===== src/rtl/mptw_req_arbiter.sv =====
// Round-robin arbiter feeding a page-table walker, with in-order response routing via an ID FIFO.
// Optional per-requester grant counters are enabled by defining MPTW_ARB_PERF_EN.
module mptw_req_arbiter #(
  parameter int unsigned NUM_REQ         = 4,
  parameter int unsigned DATA_WIDTH      = 32,
  parameter int unsigned RSP_WIDTH       = 32,
  parameter int unsigned MAX_OUTSTANDING = 4
) (
  input  logic                          clk_i,
  input  logic                          rst_i,
  input  logic [NUM_REQ-1:0]            req_valid_i,
  output logic [NUM_REQ-1:0]            req_ready_o,
  input  logic [NUM_REQ*DATA_WIDTH-1:0] req_data_i,
  output logic                          walk_valid_o,
  input  logic                          walk_ready_i,
  output logic [DATA_WIDTH-1:0]         walk_data_o,
  input  logic                          rsp_valid_i,
  output logic                          rsp_ready_o,
  input  logic [RSP_WIDTH-1:0]          rsp_data_i,
  output logic [NUM_REQ-1:0]            cli_rsp_valid_o,
  input  logic [NUM_REQ-1:0]            cli_rsp_ready_i,
  output logic [RSP_WIDTH-1:0]          cli_rsp_data_o,
  input  logic                          flush_i,
  output logic                          busy_o,
  output logic                          err_o
`ifdef MPTW_ARB_PERF_EN
  ,
  output logic [NUM_REQ*16-1:0]         grant_cnt_o
`endif
);

  localparam int unsigned IdxW = $clog2(NUM_REQ);
  localparam int unsigned PtrW = $clog2(MAX_OUTSTANDING);
  localparam int unsigned CntW = PtrW + 1;

  typedef logic [IdxW-1:0] idx_t;

  idx_t            rr_ptr_q, rr_ptr_d;
  logic            lock_q, lock_d;
  idx_t            lock_idx_q, lock_idx_d;
  idx_t            fifo_q [MAX_OUTSTANDING];
  logic [PtrW-1:0] wr_ptr_q, rd_ptr_q;
  logic [CntW-1:0] count_q;
  logic            err_q;

  logic fifo_full, fifo_empty;
  logic arb_found;
  idx_t arb_idx, cand, grant_idx, head_idx;
  logic walk_hs, rsp_pop, orphan;

  assign fifo_full  = (count_q == CntW'(MAX_OUTSTANDING));
  assign fifo_empty = (count_q == '0);
  assign head_idx   = fifo_q[rd_ptr_q];

  // First valid requester searching upward from rr_ptr with wrap.
  always_comb begin
    arb_found = 1'b0;
    arb_idx   = rr_ptr_q;
    cand      = rr_ptr_q;
    for (int unsigned k = 0; k < NUM_REQ; k++) begin
      cand = IdxW'((32'(rr_ptr_q) + k) % NUM_REQ);
      if (!arb_found && req_valid_i[cand]) begin
        arb_found = 1'b1;
        arb_idx   = cand;
      end
    end
  end

  // A stalled grant keeps its winner until the walker accepts it.
  assign grant_idx = lock_q ? lock_idx_q : arb_idx;

  always_comb begin
    walk_valid_o = !rst_i && !flush_i && !fifo_full && (lock_q || arb_found);
    walk_data_o  = req_data_i[32'(grant_idx)*DATA_WIDTH +: DATA_WIDTH];
    req_ready_o  = '0;
    if (walk_valid_o) req_ready_o[grant_idx] = walk_ready_i;
  end

  assign walk_hs = walk_valid_o && walk_ready_i;

  always_comb begin
    cli_rsp_valid_o = '0;
    rsp_ready_o     = 1'b0;
    rsp_pop         = 1'b0;
    orphan          = 1'b0;
    if (!rst_i) begin
      if (flush_i) begin
        rsp_ready_o = 1'b1;
      end else if (fifo_empty) begin
        // Nobody is waiting: sink the beat and flag it.
        rsp_ready_o = 1'b1;
        orphan      = rsp_valid_i;
      end else begin
        cli_rsp_valid_o[head_idx] = rsp_valid_i;
        rsp_ready_o               = cli_rsp_ready_i[head_idx];
        rsp_pop                   = rsp_valid_i && cli_rsp_ready_i[head_idx];
      end
    end
  end

  assign cli_rsp_data_o = rsp_data_i;
  assign busy_o         = (count_q != '0);
  assign err_o          = err_q;

  always_comb begin
    rr_ptr_d   = rr_ptr_q;
    lock_d     = lock_q;
    lock_idx_d = lock_idx_q;
    if (flush_i) begin
      rr_ptr_d = '0;
      lock_d   = 1'b0;
    end else if (walk_hs) begin
      rr_ptr_d = (32'(grant_idx) == NUM_REQ - 1) ? '0 : grant_idx + 1'b1;
      lock_d   = 1'b0;
    end else if (walk_valid_o) begin
      lock_d     = 1'b1;
      lock_idx_d = grant_idx;
    end
  end

  always_ff @(posedge clk_i or posedge rst_i) begin
    if (rst_i) begin
      rr_ptr_q   <= '0;
      lock_q     <= 1'b0;
      lock_idx_q <= '0;
      wr_ptr_q   <= '0;
      rd_ptr_q   <= '0;
      count_q    <= '0;
      err_q      <= 1'b0;
    end else begin
      rr_ptr_q   <= rr_ptr_d;
      lock_q     <= lock_d;
      lock_idx_q <= lock_idx_d;
      if (orphan) err_q <= 1'b1;
      if (flush_i) begin
        wr_ptr_q <= '0;
        rd_ptr_q <= '0;
        count_q  <= '0;
      end else begin
        if (walk_hs) wr_ptr_q <= wr_ptr_q + 1'b1;
        if (rsp_pop) rd_ptr_q <= rd_ptr_q + 1'b1;
        count_q <= count_q + CntW'(walk_hs) - CntW'(rsp_pop);
      end
    end
  end

  // ID storage needs no reset; occupancy is tracked by the pointers.
  always_ff @(posedge clk_i) begin
    if (walk_hs) fifo_q[wr_ptr_q] <= grant_idx;
  end

`ifdef MPTW_ARB_PERF_EN
  for (genvar i = 0; i < NUM_REQ; i++) begin : g_perf
    logic [15:0] cnt_q;
    always_ff @(posedge clk_i or posedge rst_i) begin
      if (rst_i) begin
        cnt_q <= '0;
      end else if (walk_hs && (32'(grant_idx) == i) && (cnt_q != 16'hFFFF)) begin
        cnt_q <= cnt_q + 16'd1;
      end
    end
    assign grant_cnt_o[i*16 +: 16] = cnt_q;
  end
`endif

endmodule


===== config.mk =====
export PLATFORM = sky130hd
export DESIGN_NAME = mptw_req_arbiter
export DESIGN_NICKNAME = d
export VERILOG_FILES = /design/src/rtl/mptw_req_arbiter.sv
export SDC_FILE = /design/constraint.sdc
export NUM_CORES = 1
export LEC_CHECK = 0
export ABC_CLOCK_PERIOD_IN_PS = 4550
export CAP_MARGIN = 20
export CELL_PAD_IN_SITES_DETAIL_PLACEMENT = 1
export CELL_PAD_IN_SITES_GLOBAL_PLACEMENT = 1
export CORE_MARGIN = 1
export CORE_UTILIZATION = 21
export DETAILED_ROUTE_END_ITERATION = 6
export PLACE_DENSITY = 0.84
export SYNTH_ARGS = -nofsm -noshare
export SYNTH_HDL_FRONTEND = slang
export SYNTH_SLANG_ARGS = --single-unit
export TNS_END_PERCENT = 20

===== constraint.sdc =====
create_clock -name clk_i -period 4.55 [get_ports clk_i]
set_input_delay 1.365 -clock clk_i [delete_from_list [all_inputs] [get_ports clk_i]]
set_output_delay 1.365 -clock clk_i [all_outputs]
set_load 0.05 [all_outputs]

==> impl_metrics.py, run 1 <==
metrics = {
    "status": {
        "outcome": "finished, violations left",
        "violations": "negative setup slack",
    },
    "yosys": {
        "synth_area_sq_um": 2625,
        "yosys-top-cells-area": "mux2i_1 37%, dfrtp_1 12%, buf_4 9.4%",
        "async_reset_ff_frac": 0.6190,
        "synth_cell_types": 35,
        "dominantRegCellSynth": "dfrtp_1",
        "netlist_instances": 268,
        "syn_nets": 452,
        "synth-seq-cells": 21,
        "synth_top_area_frac": 0.3737,
        "yosys_warnings": 0,
        "synth_edf_count": 8,
        "ys_seq_area_frac": 0.2154,
        "synth_area_leader_cell": "mux2i_1",
        "avgSynthCellArea_sq_um": 9.795,
    },
    "routing": {
        "drc": 0,
        "vias": 2691,
        "wl_per_cell_microns": 16.95,
        "ant_nets": 0,
        "viasPerCell": 4.383,
        "firstDrtPassIters": 4,
        "drt-total-wl_microns": 10410,
        "drt_iter0_markers": 47,
    },
    "floorplan": {
        "floorplan.rows": 40,
        "io_pins": 249,
        "die_h_microns": 113.8,
        "core_sq_um": 12110,
        "dieWidth_microns": 113.8,
        "dieArea_sq_um": 12950,
        "floorplan.initialDensity": 0.2167,
    },
    "cells_and_area": {
        "area_delta_synth_final_pct": 111.0,
        "fin_cells": 614,
        "multi_input_area_sq_um": 1926,
        "nets": 631,
        "ff_latch_area_sq_um": 565.5,
        "layout-drive-gt1-share": 0.3498,
        "postLayoutCoreUtil": 0.4572,
        "fill_cells": 1301,
        "n_antenna_cell": 0,
    },
    "global_route": {
        "grtUsageTotal": 0.1562,
        "antenna_found_initial": 0,
        "grt_first_pass_wirelength_microns": 15680,
        "grt_pass1_vias": 3019,
        "grt.overflow.total": 0,
        "grt_max_degree": 22,
    },
    "pwr": {
        "p_leak_uw": 0.002457,
        "peakVddDrop_v": 0.0001303,
        "total_power_uw": 1683,
        "power.density_nw_per_um2": 303.9,
    },
    "setup_path": {
        "start_kind": "input pin",
        "critical_path.endpoint_type": "primary output",
        "path_max_fanout": 5,
        "critPathBufInv": 5,
        "cp-startpoint": "req_valid_i[1]",
        "crit_family": "buffers and inverters",
        "cp_cell_sequence": "buf_8, nor2b_4, a32oi_2, o32ai_2, o31a_2, buf_6, buf_12, buf_4, mux2i_2, mux2i_2, buf_12",
        "cp.required_ns": 3.18,
        "timing.rr.start": "rr_ptr_q[0]",
        "critPathSlowestCell": "o31a_2",
        "crit_type": "input pin to primary output",
        "slowest_delay_ns": 0.32,
        "crit_arrival_ns": 3.20,
    },
    "sta": {
        "fin_crit_sh": 1.003,
        "relSlewSlack": 0.6562,
        "skew_ns": 0.004628,
        "setup_slack_ns": -0.01501,
        "rsz0062_at_grt": "yes",
        "final_hold_viol_count": 0,
        "fmax_mhz": 219.1,
        "fin_crit_ns": 4.565,
        "setup_viol": 4,
        "slew_viol_final": 0,
        "worst_pin_slew_ns": 0.5152,
        "tns_ns": -0.02989,
    },
    "worst_hold_path": {
        "hold_start": "err_o",
        "worstHoldPathType": "register to register",
    },
    "clock_network": {
        "cts_buffer_depth": 2,
        "clk_latency_ns": 0.25,
        "clk_pin_slew_ns": 0.05,
        "cts_tree": "yes",
        "h-tree-depth": 1,
        "cts_hold_buf": 0,
        "numCtsBuffers": 3,
        "cts_sinks": 21,
        "cts_root_buf": "clkbuf_16",
    },
    "place": {
        "dpl.hpwl_microns": 8637,
        "dp_slack_ns": -0.4417,
        "dp.cells": 602,
        "numPortBuffers": 184,
        "globalplace.congestion": 0.7735,
    },
    "run": {
        "cap_violations": 0,
    },
}
[per-stage QoR]
stage / instance area [sq um] / hold slack (ns)
2_1_floorplan: 2745 / 0.4806
3_3_place_gp: 5145 / 0.4483
3_5_place_dp: 5145 / 0.4761
4_1_cts: 5555 / 0.4884
5_1_grt: 5538 / 0.4871
6_report: 5538 / 0.4757
[layer usage]
| metal | track usage | wire [microns] |
|---|---|---|
| met5 | 0 | 0 |
| met3 | 0.02657 | 593 |
| met4 | 0.02857 | 136 |
| met1 | 0.1520 | 3483 |
| met2 | 0.3366 | 6193 |
[placed cells by master, fill, tap and decap left out, drive strengths merged, types with 3 or more instances in the layout]
cell,instances
edfxtp,8
clkbuf,3
nor3,7
a31oi,3
mux4,4
mux2i,98
inv,9
dfrtp,13
nor2b,6
clkdlybuf4s50,138
nand2b,4
ha,10
mux2,4
buf,84
and3,9
nand2,9
nor2,14
nor3b,3
[flip-flops by register name, indices dropped and copies added (netlist names)]
register / cells
wr_ptr_q: 2
fifo_q: 8
err_o: 1
rr_ptr_q: 2
count_q: 3
lock_idx_q: 2
lock_q: 1
rd_ptr_q: 2
[worst paths after layout]
kind | endpoint | depth (start not counted) | slack, ns
setup / recovery | walk_data_o[8] | 11 | -0.02
hold / removal | err_o | 1 | 0.48
setup reg to reg | count_q[2] | 16 | 1.23
hold reg to reg | err_o | 1 | 0.48
max in group asynchronous | err_o | 2 | 2.69
min in group asynchronous | lock_idx_q[1] | 2 | 1.51
[report_power, final]
part           switching (uW)  internal [uW]  total [uW]
Sequential               17.3            213         231
Clock                    65.1            118         183
Combinational             586            684        1270
[Yosys cell counts, types with 2 or more instances]
master,instances
nor2b_1,6
xor2_1,2
and3_1,8
mux2i_1,98
nand2b_1,4
ha_1,10
a21oi_1,2
buf_2,9
nor2_1,14
nor3b_1,3
clkbuf_1,4
mux4_2,3
inv_1,9
buf_6,4
a31oi_1,3
dfrtp_1,13
edfxtp_1,8
buf_4,33
nand2_1,9
nor3_1,7
mux2_2,4
xnor2_1,2
[logic make-up after synthesis]
family,after synthesis,share of synthesized area
muxes,106,0.4266
AOI/OAI and AO/OA,11,0.02908
adders and majority gates,11,0.05529
xor gates and xnor gates,4,0.01335
DFF,21,0.2154
and+or+nand+nor,56,0.1130
buffers and inverters,59,0.1473
[repair_timing]
| action | 4_1_cts | 5_1_grt |
|---|---|---|
| gates resized for setup | 57 | 5 |
| endpoints found under the setup margin | 36 | 36 |
| pin swaps | 5 | 5 |
| cloned | 5 | 0 |
| setup buffers | 4 | 0 |
[area by class of cell]
| class | count | share of cell area |
|---|---|---|
| timing repair buffer | 224 | 0.4916 |
| multi-input combinational | 188 | 0.3477 |
| sequential | 21 | 0.1021 |
| tap | 168 | 0.03796 |
| clock buffer | 3 | 0.01356 |
| inverter | 9 | 0.006100 |
| clock inverter | 1 | 0.0009038 |
(Power assumes the default switching activity.)
==> run 2, diff against run 1 <==
--- a/config.mk
+++ b/config.mk
@@ -5,14 +5,14 @@
 export SDC_FILE = /design/constraint.sdc
 export NUM_CORES = 1
 export LEC_CHECK = 0
-export ABC_CLOCK_PERIOD_IN_PS = 4550
+export ABC_CLOCK_PERIOD_IN_PS = 5800
 export CAP_MARGIN = 20
 export CELL_PAD_IN_SITES_DETAIL_PLACEMENT = 1
 export CELL_PAD_IN_SITES_GLOBAL_PLACEMENT = 1
 export CORE_MARGIN = 1
-export CORE_UTILIZATION = 21
+export CORE_UTILIZATION = 22
 export DETAILED_ROUTE_END_ITERATION = 6
-export PLACE_DENSITY = 0.84
+export PLACE_DENSITY = 0.88
 export SYNTH_ARGS = -nofsm -noshare
 export SYNTH_HDL_FRONTEND = slang
 export SYNTH_SLANG_ARGS = --single-unit
==> constraint.sdc (replaced) <==
create_clock -name clk_i -period 5.8 [get_ports clk_i]
set_input_delay 1.74 -clock clk_i [delete_from_list [all_inputs] [get_ports clk_i]]
set_output_delay 1.74 -clock clk_i [all_outputs]
set_load 0.05 [all_outputs]
==> run 2 against run 1 <==
The run ends with design-rule violations left. Register-to-register slack better by 1.4 ns. Clock skew down 0.0020 ns. Global-route usage down 0.36 points. Routed wire length down 6.7%. Total power down 31%. Via count down 3.5%. Worst setup slack better by 0.22 ns. Die area down 4.5%. Non-clock buffer count down 30. Cell count down 9.0%. Critical path depth down 2. Critical endpoint is now walk_data_o[25]. Largest cell class unchanged. Highest routed layer unchanged.
==> impl_metrics.py, run 2 (synthesis gave the netlist of run 1 again) <==
metrics = {
    "setup_path": {
        "crit_type": "input pin to primary output",
        "cp.required_ns": 4.06,
        "critPathSlowestCell": "dlygate4sd2_1",
        "cp-startpoint": "req_valid_i[0]",
        "timing.rr.start": "rr_ptr_q[1]",
        "cp_cell_sequence": "dlygate4sd2_1, nor2b_2, a32oi_1, o32ai_1, o31a_2, bufbuf_16, mux2i_1, mux2i_1, buf_12",
        "start_kind": "input pin",
        "slowest_delay_ns": 0.39,
        "crit_arrival_ns": 3.85,
        "cp_common_cell": "mux2i_1",
        "path_max_fanout": 24,
        "crit_family": "buffers and inverters",
        "critical_path.endpoint_type": "primary output",
        "critPathBufInv": 3,
    },
    "floorplan": {
        "floorplan.initialDensity": 0.2279,
        "core_sq_um": 11520,
        "floorplan.rows": 39,
        "dieWidth_microns": 111.2,
        "io_pins": 249,
        "die_h_microns": 111.2,
        "dieArea_sq_um": 12370,
    },
    "routing": {
        "vias": 2597,
        "drt_iter0_markers": 80,
        "ant_nets": 0,
        "firstDrtPassIters": 6,
        "wl_per_cell_microns": 17.37,
        "drt-total-wl_microns": 9711,
        "drc": 14,
        "viasPerCell": 4.646,
    },
    "sta": {
        "final_hold_viol_count": 0,
        "fmax_mhz": 178.8,
        "worst_pin_slew_ns": 0.5382,
        "rsz0062_at_grt": "no",
        "fin_crit_ns": 5.592,
        "setup_slack_ns": 0.2080,
        "relSlewSlack": 0.6408,
        "setup_viol": 0,
        "skew_ns": 0.002672,
        "fin_crit_sh": 0.9641,
        "slew_viol_final": 0,
        "tns_ns": 0,
    },
    "worst_hold_path": {
        "worstHoldPathType": "register to register",
        "hold_start": "err_o",
    },
    "pwr": {
        "peakVddDrop_v": 0.00008971,
        "power.density_nw_per_um2": 238.7,
        "total_power_uw": 1168,
        "p_leak_uw": 0.002279,
    },
    "place": {
        "dpl.hpwl_microns": 8190,
        "dp.cells": 554,
        "globalplace.congestion": 0.7856,
        "dp_slack_ns": -0.06523,
        "numPortBuffers": 184,
    },
    "global_route": {
        "grt.overflow.total": 0,
        "grt-busiest-layer": "met2",
        "grt_util_met3": 0.03171,
        "grt_first_pass_wirelength_microns": 15050,
        "grt_max_degree": 25,
        "grt_pass1_vias": 2963,
        "grt_use_met2": 0.3242,
        "met1_usage": 0.1452,
        "grtUsageTotal": 0.1526,
        "antenna_found_initial": 0,
    },
    "run": {
        "cap_violations": 0,
    },
    "clock_network": {
        "cts_tree": "yes",
        "numCtsBuffers": 3,
        "cts_setup_buffers": 0,
        "clk_latency_ns": 0.26,
        "clk_pin_slew_ns": 0.06,
        "cts_root_buf": "clkbuf_16",
        "h-tree-depth": 1,
        "cts_hold_buf": 0,
        "cts_sinks": 21,
        "cts_buffer_depth": 2,
    },
    "cells_and_area": {
        "final_cell_mix": "140 x clkdlybuf4s50_1, 97 x mux2i_1, 40 x buf_12",
        "area_delta_synth_final_pct": 86.32,
        "n_antenna_cell": 0,
        "reg.largest.list": "fifo_q (8), count_q (3)",
        "postLayoutCoreUtil": 0.4247,
        "nets": 601,
        "top_register": "fifo_q",
        "fill_cells": 1237,
        "final_common_cell": "clkdlybuf4s50_1",
        "layout-drive-gt1-share": 0.1635,
        "largest_reg_flops": 8,
        "fin_cells": 559,
    },
    "status": {
        "violations": "design-rule violations",
        "outcome": "finished, violations left",
    },
}
run 2: cell type report:
cell class	instances	area (sq um)	area share
clock buffer	4	78.83	0.01612
inverter	9	33.78	0.006907
multi-input combinational	188	1694	0.3464
sequential	21	565.5	0.1156
tap	143	178.9	0.03658
timing repair buffer	194	2340	0.4784
run 2: worst register-to-register path: stages (launching register included):
cell and delay (ns):
dfrtp_1 0.50, nor4b_1 0.53, a31oi_1 0.12, o21ai_0 0.24
a21oi_1 0.10, buf_4 0.19, and2_1 0.27, inv_1 0.10
ha_1 0.23, inv_1 0.06, ha_1 0.13, inv_1 0.05
fa_1 0.37, xnor2_1 0.17, nor2_1 0.05
run 2: timing repair:
item | in CTS | in global routing
endpoints found under the setup margin | 29 | 0
hold endpoints to repair | 0 | 0
resized for setup | 6 | 0
run 2: worst paths after layout:
kind,endpoint,slack [ns],cells past startpoint
max,walk_data_o[25],0.21,9
min,err_o,0.48,1
max reg2reg,count_q[2],2.58,14
min reg2reg,err_o,0.48,1
max in group asynchronous,wr_ptr_q[1],3.53,2
min in group asynchronous,err_o,1.91,2
run 2: report_power, final:
group | switching [uW] | total, uW | internal (uW)
Combinational | 416 | 839 | 423
Clock | 55.1 | 149 | 93.8
Sequential | 12.2 | 180 | 167
run 2: metal layers:
metal,share of wire,vias up
met5,0,-
met1,0.34,1247
met2,0.59,127
met3,0.059,9
met4,0.013,0
li1,-,1214
run 2: per-stage QoR:
stage | cell area [sq um] | hold WS, ns
finish | 4891 | 0.4769
global route | 4891 | 0.5120
CTS | 4891 | 0.4844
detailed placement | 4773 | 0.4718
global placement | 4773 | 0.4512
floorplan | 2625 | 0.4806
